--- src/rtl/wash_phase_timer.sv ---
// Sensor/timing stage ahead of the washer controller: debounced tank level, shake/spin timers,
// sticky phase-conflict fault. Define WASH_PAUSE_EN to add a pause input that freezes the timers.
module wash_phase_timer #(
  parameter int unsigned CNT_W         = 16,
  parameter int unsigned SHAKE_CYCLES  = 16,
  parameter int unsigned TURN_CYCLES   = 8,
  parameter int unsigned FULL_DEBOUNCE = 4
) (
  input  logic             clock,
  input  logic             reset_n,
  input  logic             valve,
  input  logic             shake_mode,
  input  logic             turn_mode,
  input  logic             level_raw,
`ifdef WASH_PAUSE_EN
  input  logic             pause,
`endif
  output logic             full,
  output logic             Time,
  output logic             dry,
  output logic             fault,
  output logic [CNT_W-1:0] elapsed
);

  localparam int unsigned DebW = (FULL_DEBOUNCE < 2) ? 1 : $clog2(FULL_DEBOUNCE + 1);
  localparam logic [DebW-1:0]  DebLast    = DebW'(FULL_DEBOUNCE - 1);
  localparam logic [CNT_W-1:0] ShakeTgt   = CNT_W'(SHAKE_CYCLES);
  localparam logic [CNT_W-1:0] TurnTgt    = CNT_W'(TURN_CYCLES);
  localparam logic [CNT_W-1:0] ShakeLast  = CNT_W'(SHAKE_CYCLES - 1);
  localparam logic [CNT_W-1:0] TurnLast   = CNT_W'(TURN_CYCLES - 1);

  typedef enum logic [2:0] {PhIdle, PhFill, PhShake, PhTurn, PhFault} phase_e;

  phase_e            phase_q, phase_d;
  logic              sync1_q, sync2_q;
  logic [DebW-1:0]   deb_q, deb_d;
  logic              full_q, full_d;
  logic [CNT_W-1:0]  cnt_q, cnt_d, base;
  logic              time_q, time_d;
  logic              dry_q, dry_d;
  logic [1:0]        n_active;

  assign n_active = {1'b0, valve} + {1'b0, shake_mode} + {1'b0, turn_mode};

  always_comb begin
    if (phase_q == PhFault || n_active > 2'd1) phase_d = PhFault;
    else if (valve)                            phase_d = PhFill;
    else if (shake_mode)                       phase_d = PhShake;
    else if (turn_mode)                        phase_d = PhTurn;
    else                                       phase_d = PhIdle;
  end

  // Debounce runs against the registered full value, independent of phase.
  always_comb begin
    deb_d  = '0;
    full_d = full_q;
    if (sync2_q != full_q) begin
      if (deb_q == DebLast) full_d = ~full_q;
      else                  deb_d  = deb_q + 1'b1;
    end
  end

  // A phase change discards the count; the entry edge already counts as the first cycle.
  always_comb begin
    base   = (phase_d != phase_q) ? '0 : cnt_q;
    cnt_d  = '0;
    time_d = 1'b0;
    dry_d  = 1'b0;
    case (phase_d)
      PhShake: begin
        cnt_d  = (base < ShakeTgt) ? base + 1'b1 : base;
        time_d = (base >= ShakeLast);
      end
      PhTurn: begin
        cnt_d = (base < TurnTgt) ? base + 1'b1 : base;
        dry_d = (base >= TurnLast);
      end
      default: ;
    endcase
`ifdef WASH_PAUSE_EN
    if (pause && phase_d != PhFault) begin
      cnt_d  = cnt_q;
      time_d = time_q;
      dry_d  = dry_q;
    end
`endif
  end

  always_ff @(posedge clock or negedge reset_n) begin
    if (!reset_n) begin
      phase_q <= PhIdle;
      sync1_q <= 1'b0;
      sync2_q <= 1'b0;
      deb_q   <= '0;
      full_q  <= 1'b0;
      cnt_q   <= '0;
      time_q  <= 1'b0;
      dry_q   <= 1'b0;
    end else begin
      phase_q <= phase_d;
      sync1_q <= level_raw;
      sync2_q <= sync1_q;
      deb_q   <= deb_d;
      full_q  <= full_d;
      cnt_q   <= cnt_d;
      time_q  <= time_d;
      dry_q   <= dry_d;
    end
  end

  assign full    = full_q;
  assign Time    = time_q;
  assign dry     = dry_q;
  assign fault   = (phase_q == PhFault);
  assign elapsed = cnt_q;

endmodule

--- config.mk ---
export PLATFORM = sky130hd
export DESIGN_NAME = wash_phase_timer
export DESIGN_NICKNAME = d
export VERILOG_FILES = /design/src/rtl/wash_phase_timer.sv
export SDC_FILE = /design/constraint.sdc
export NUM_CORES = 1
export LEC_CHECK = 0
export CAP_MARGIN = 15
export CORE_MARGIN = 2
export CORE_UTILIZATION = 35
export DETAILED_ROUTE_END_ITERATION = 12
export PLACE_DENSITY = 0.64
export SYNTH_ARGS = -nofsm -noshare
export SYNTH_HDL_FRONTEND = slang
export SYNTH_SLANG_ARGS = --single-unit
--- constraint.sdc ---
create_clock -name clock -period 5.85 [get_ports clock]
set_input_delay 0.585 -clock clock [delete_from_list [all_inputs] [get_ports clock]]
set_output_delay 0.585 -clock clock [all_outputs]
set_load 0.1 [all_outputs]
After elaboration in Yosys (flattened, before gate mapping) --
Index checks and enable logic that the tools add are counted.
Word-level totals: register bits after elaboration 27, latch bits 0, memory bits (writable) 0, ROM bits 0, input bits 6, output and inout port bits 20, word-level logic and storage cells 38, memories kept 0
Cells by class: add/subtract/negate cells 4, multiply operators 0, divide/modulo/power cells 0, $lt $le $gt $ge 5, eq/ne operators 6, shift-type cells 0, muxes and demuxes 12, bitwise logic cells 1, reductions and logical operators 2
Operators by type and width (count):
- 16-bit two-way mux | 3
- 16-bit case mux with 2 select lines | 1
- 16-bit by 1-bit adder with 16-bit output (second input constant) | 1
- 16-bit by 3-bit >= comparator with 1-bit output (second input constant) | 1
- 16-bit by 4-bit >= comparator with 1-bit output (second input constant) | 1
- 16-bit by 4-bit less-than comparator with 1-bit output (second input constant) | 1
- 16-bit by 5-bit less-than comparator with 1-bit output (second input constant) | 1
- 3-bit by 2-bit equality test with 1-bit output (second input constant) | 3
- 3-bit two-way mux | 3
- 2-bit two-way mux | 3
- 3-bit by 1-bit adder with 3-bit output (second input constant) | 1
- 3-bit equality test (second input constant) | 1
- 3-bit != test | 1
- 1-bit by 1-bit adder with 2-bit output | 1
- 2-bit by 1-bit adder with 2-bit output | 1
- 2-bit by 1-bit greater-than comparator with 1-bit output (second input constant) | 1
- 1-bit two-way mux | 2
- 2-bit AND reduction | 1
- 1-bit logical OR | 1
- 1-bit != test | 1
- 1-bit inverter | 1

Longest topological paths before layout --
depth in word-level cells 10, gate-level depth with buffers 9, gate-level depth less buffers 9

Worst setup path after synthesis --
OpenSTA, ideal clock, no wires.
path kind register -> register, start point register phase_q[0], end point register cnt_q[12] (netlist: elapsed[12]), setup time 0.123 ns, arrival 3.643 ns, data required time 5.727 ns, setup slack 2.084 ns, stages on the path, launching flop included 7, path buffers 1, clock period less this slack 3.766 ns, cells stage by stage dfrtp_1 nor3b_1 or4b_1 clkbuf_1 nand2b_1 a21oi_2 and2_1
On the way: word-level cells in the longest chain between the ends 8, elaborated cells between the ends (all ways) 13, classes of those cells 1 x add/sub; 2 x order compare; 4 x eq/ne; 5 x mux; 1 x reduce/logical
RTL lines:
- start: declaration | line 34 | phase_e phase_q, phase_d;
- start signal: assignment | line 91 | phase_q <= PhIdle;
- start signal: assignment | line 100 | phase_q <= phase_d;
- 3-bit equality test *
- net fault | line 21 | output logic fault,
- 1-bit logical OR * | line 46 | if (phase_q == PhFault || n_active > 2'd1) phase_d = PhFault;
- 3-bit two-way mux * | line 46
- 3-bit != test | line 65 | base = (phase_d != phase_q) ? '0 : cnt_q;
- 16-bit two-way mux | line 65
- 16-bit by 1-bit adder with 16-bit output (tied with other cells) | line 71, 75
- 16-bit two-way mux, on equally long branches | line 75, 71
- 16-bit case mux with 2 select lines * | line 69 | case (phase_d)
- net cnt_d[12] | line 38 | logic [CNT_W-1:0] cnt_q, cnt_d, base;
- end signal: assignment | line 105 | cnt_q <= cnt_d;
- end: declaration | line 38
The timed path passes the listed nets; every way through them passes the cells marked *. A chain may end at the register's enable or synchronous reset.

Final worst setup path --
start point input port valve, end point register time_q (netlist: Time)
On the way: word-level cells in the longest chain between the ends 9, elaborated cells between the ends (all ways) 11, classes of those cells 2 x add/sub; 2 x order compare; 2 x eq/ne; 4 x mux; 1 x reduce/logical
RTL lines:
- start: declaration | line 11 | input logic valve,
- 1-bit by 1-bit adder with 2-bit output | line 43 | assign n_active = {1'b0, valve} + {1'b0, shake_mode} + {1'b0, turn_mode};
- 2-bit by 1-bit adder with 2-bit output | line 43
- 2-bit by 1-bit greater-than comparator with 1-bit output | line 46
- 1-bit logical OR | line 46
- 3-bit two-way mux * | line 46
- 3-bit != test | line 65
- 16-bit two-way mux | line 65
- 16-bit by 4-bit >= comparator with 1-bit output | line 72 | time_d = (base >= ShakeLast);
- 1-bit two-way mux * | line 69
- net time_d | line 39 | logic time_q, time_d;
- end signal: assignment | line 106 | time_q <= time_d;
- end: declaration | line 39
Marks and branches as above.

==> results.json <==
{
  "grt_max_degree": 28,
  "synth.area.top_cells": "dfrtp_1 (55%), and2_1 (4.6%), ha_1 (3.0%)",
  "setup_slack_ns": 2.69,
  "tritoncts": "done",
  "worstPathBufferInverterCount": 1,
  "ys_warn_count": 0,
  "peakVddDrop_mv": 0.174,
  "drt-pass1-iter-count": 4,
  "hold_viol": 0,
  "fin_crit_ns": 3.16,
  "synth_top_cell_by_area": "dfrtp_1",
  "drc": 0,
  "arrival_ns": 3.42,
  "core-area_um2": 3360,
  "crit_fanout": 9,
  "required_ns": 6.11,
  "ioPinCount": 26,
  "slowest_stage": "clkdlybuf4s50_1",
  "drtIter0Drc": 25,
  "cts_resized": 0,
  "timing.hold.ws_ns": 0.388,
  "synth_cell_types": 34,
  "seq_power_share_pct": 47.2,
  "syn_nets": 120,
  "setup_violations": 0,
  "cts_buffer_depth": 2,
  "portBuffers": 25,
  "power.total_uw": 453,
  "crit_path_cell_trace": "clkdlybuf4s50_1 > ha_1 > a211o_1 > a2111oi_4 > a31oi_4 > nor2b_1 > ha_1 > nand3_1 > xor2_1 > a211oi_1",
  "grt_pass1_wl_um": 4470,
  "vias_per_cell": 5.10,
  "wirelength_um": 2600,
  "crit_family": "compound AO/OA/AOI/OAI gates",
  "crit_top_cell": "ha_1",
  "wirelength_met1_um": 1210,
  "slew_headroom_pct": 34.8,
  "dieHeight_um": 63.5,
  "fin_setup_tns_ns": 0,
  "placed_cells": 181,
  "dpl.hpwl_um": 1980,
  "synthesis.instances": 111,
  "track_usage_pct": 14.1,
  "place_ws_ns": 2.32,
  "start_kind": "input port",
  "clockRootBuffer": "clkbuf_4",
  "syn_avg_cell_area_um2": 11.1,
  "highest_layer": "met4",
  "fin_worst_skew_ns": 0.00316,
  "drv_slew": 0,
  "status": "completed",
  "gp_congestion": 0.806,
  "die_w_um": 63.5,
  "crit_type": "in -> reg",
  "start_util_pct": 36.8,
  "dr_wl_met2_um": 1220,
  "leakage_nw": 0.695,
  "maxCapViolations": 0,
  "overflow": 0,
  "stdcell_count": 185,
  "wl_met3_um": 129,
  "antenna_found_initial": 0,
  "p_int_uw": 274,
  "postRouteAntennaNets": 0,
  "pwr-share-comb_pct": 34.0,
  "synth-seq-cells": 27,
  "tightest_slew_ns": 0.975,
  "avgRoutedWirePerCell_um": 14.0,
  "worst_setup_path_end_kind": "flop",
  "grt_pass1_vias": 941,
  "cts_buffers": 3,
  "synth_top_area_share_pct": 54.6,
  "fillers": 343,
  "placementRows": 21,
  "cts_hold_repair.buffers": 0,
  "ctsHtreeMaxLevel": 1,
  "area_growth_pct": 27.3,
  "die-area_um2": 4030,
  "clkTransAtPathRegs_ns": 0.15,
  "cts.sinks": 27,
  "power_density_nw_per_um2": 287,
  "switching_power_uw": 179,
  "layout-drive-gt1-share_pct": 6.47,
  "finalNetCount": 149,
  "clkPwrFrac_pct": 18.9,
  "antennaDiodeCount": 0,
  "synth.cell_area_um2": 1240,
  "hp-class": "reg -> reg",
  "synth-seq-area-share_pct": 54.6,
  "cts_setup_buffers": 0,
  "switching_share_pct": 39.5,
  "clk_latency_ns": 0.34,
  "fmax_ghz": 0.316,
  "rsz0062_at_grt": "false",
  "min_period_over_period_pct": 54.0,
  "vias": 943,
  "max_stage_delay_ns": 0.65
}
worst reg2reg max path, delay by kind of cell (launching register included):
kind	cells	cell delay [ns]
AOI/OAI and AO/OA	3	0.89
adders and majority gates	1	0.24
and+or+nand+nor	3	0.55
xor gates and xnor gates	1	0.16
DFF	1	0.46
metrics by stage:
stage,util [%],cell area [µm²]
floorplan,-,1240
global placement,45.9,1550
detailed placement,45.9,1550
CTS,46.8,1580
global route,46.8,1580
finish,46.8,1580
metal layers:
layer | global-route usage (%) | vias up
met2 | 22.5 | 23
met4 | 4.08 | 0
li1 | - | 456
met1 | 18.7 | 458
met3 | 4.11 | 6
met5 | 0 | -
final timing paths:
path | startpoint | to | slack (ns) | cells after the start
max | valve | Time | 2.69 | 10
min | sync1_q | sync2_q | 0.39 | 0
max reg2reg | phase_q[0] | Time | 3.48 | 8
min reg2reg | sync1_q | sync2_q | 0.39 | 0
max in group asynchronous | reset_n | dry | 5.01 | 2
min in group asynchronous | reset_n | elapsed[11] | 0.60 | 2
cell families after synthesis:
logic type,share of synthesized area [%]
multiplexers,0.910
AO/OA/AOI/OAI,17.0
flip-flops,54.6
buffers and inverters,3.03
XOR/XNOR,1.42
adder cells (fa/ha/maj),3.03
AND/OR/NAND/NOR,20.0
Yosys cell counts:
cell	instances
dfrtp_1	27
and2_1	9
inv_1	8
a21oi_1	6
nor2_1	5
o21ai_0	5
a211o_1	4
nand3_1	4
nor2b_1	4
nor4_1	4
a211oi_1	3
and3_1	3
ha_1	3
clkbuf_1	2
nand2_1	2
nand2b_1	2
nor3_1	2
nor3b_1	2
a2111oi_4	1
a21oi_2	1
a31oi_4	1
a41oi_1	1
mux2_2	1
nand3b_1	1
o211a_1	1
o211ai_1	1
o21ai_1	1
o2bb2ai_1	1
or2b_1	1
or3_1	1
or4_1	1
or4b_1	1
xnor2_1	1
xor2_1	1
sequential cells by signal, indices dropped and copies added (netlist names):
signal and cells:
elapsed 16, deb_q 3, phase_q 3, Time 1, dry 1, full 1, sync1_q 1, sync2_q 1
power by group through the flow:
stage                     logic [mW]  registers, mW  clock network, mW
final                          0.154          0.213             0.0854
after detailed placement       0.154          0.217                  0
after CTS                      0.154          0.213             0.0872
after global placement         0.150          0.216                  0
after global routing           0.163          0.215             0.0942
after floorplan               0.0830          0.247                  0
layout by cell type (no fill, tap or decap), types with 2 or more instances in the layout:
master           instances
nor4_1                   4
clkdlybuf4s50_1         25
nor3_1                   2
nand2b_1                 2
clkbuf_4                 3
a211oi_1                 3
nor3b_1                  2
a21oi_1                  6
nand3_1                  4
nor2_1                   5
ha_1                     3
o21ai_0                  5
nor2b_1                  4
and2_1                   9
dfrtp_1                 27
a211o_1                  4
nand2_1                  2
and3_1                   3
inv_1                    8
cell type report:
type                       count  area [µm²]  area share, %
sequential                    27         676           42.9
multi-input combinational     74         524           33.3
timing repair buffer          26         258           16.4
tap                           46        57.6           3.65
inverter                       8        30.0           1.91
clock buffer                   3        22.5           1.43
clock inverter                 1        7.51          0.477
(Power assumes the default switching activity.)
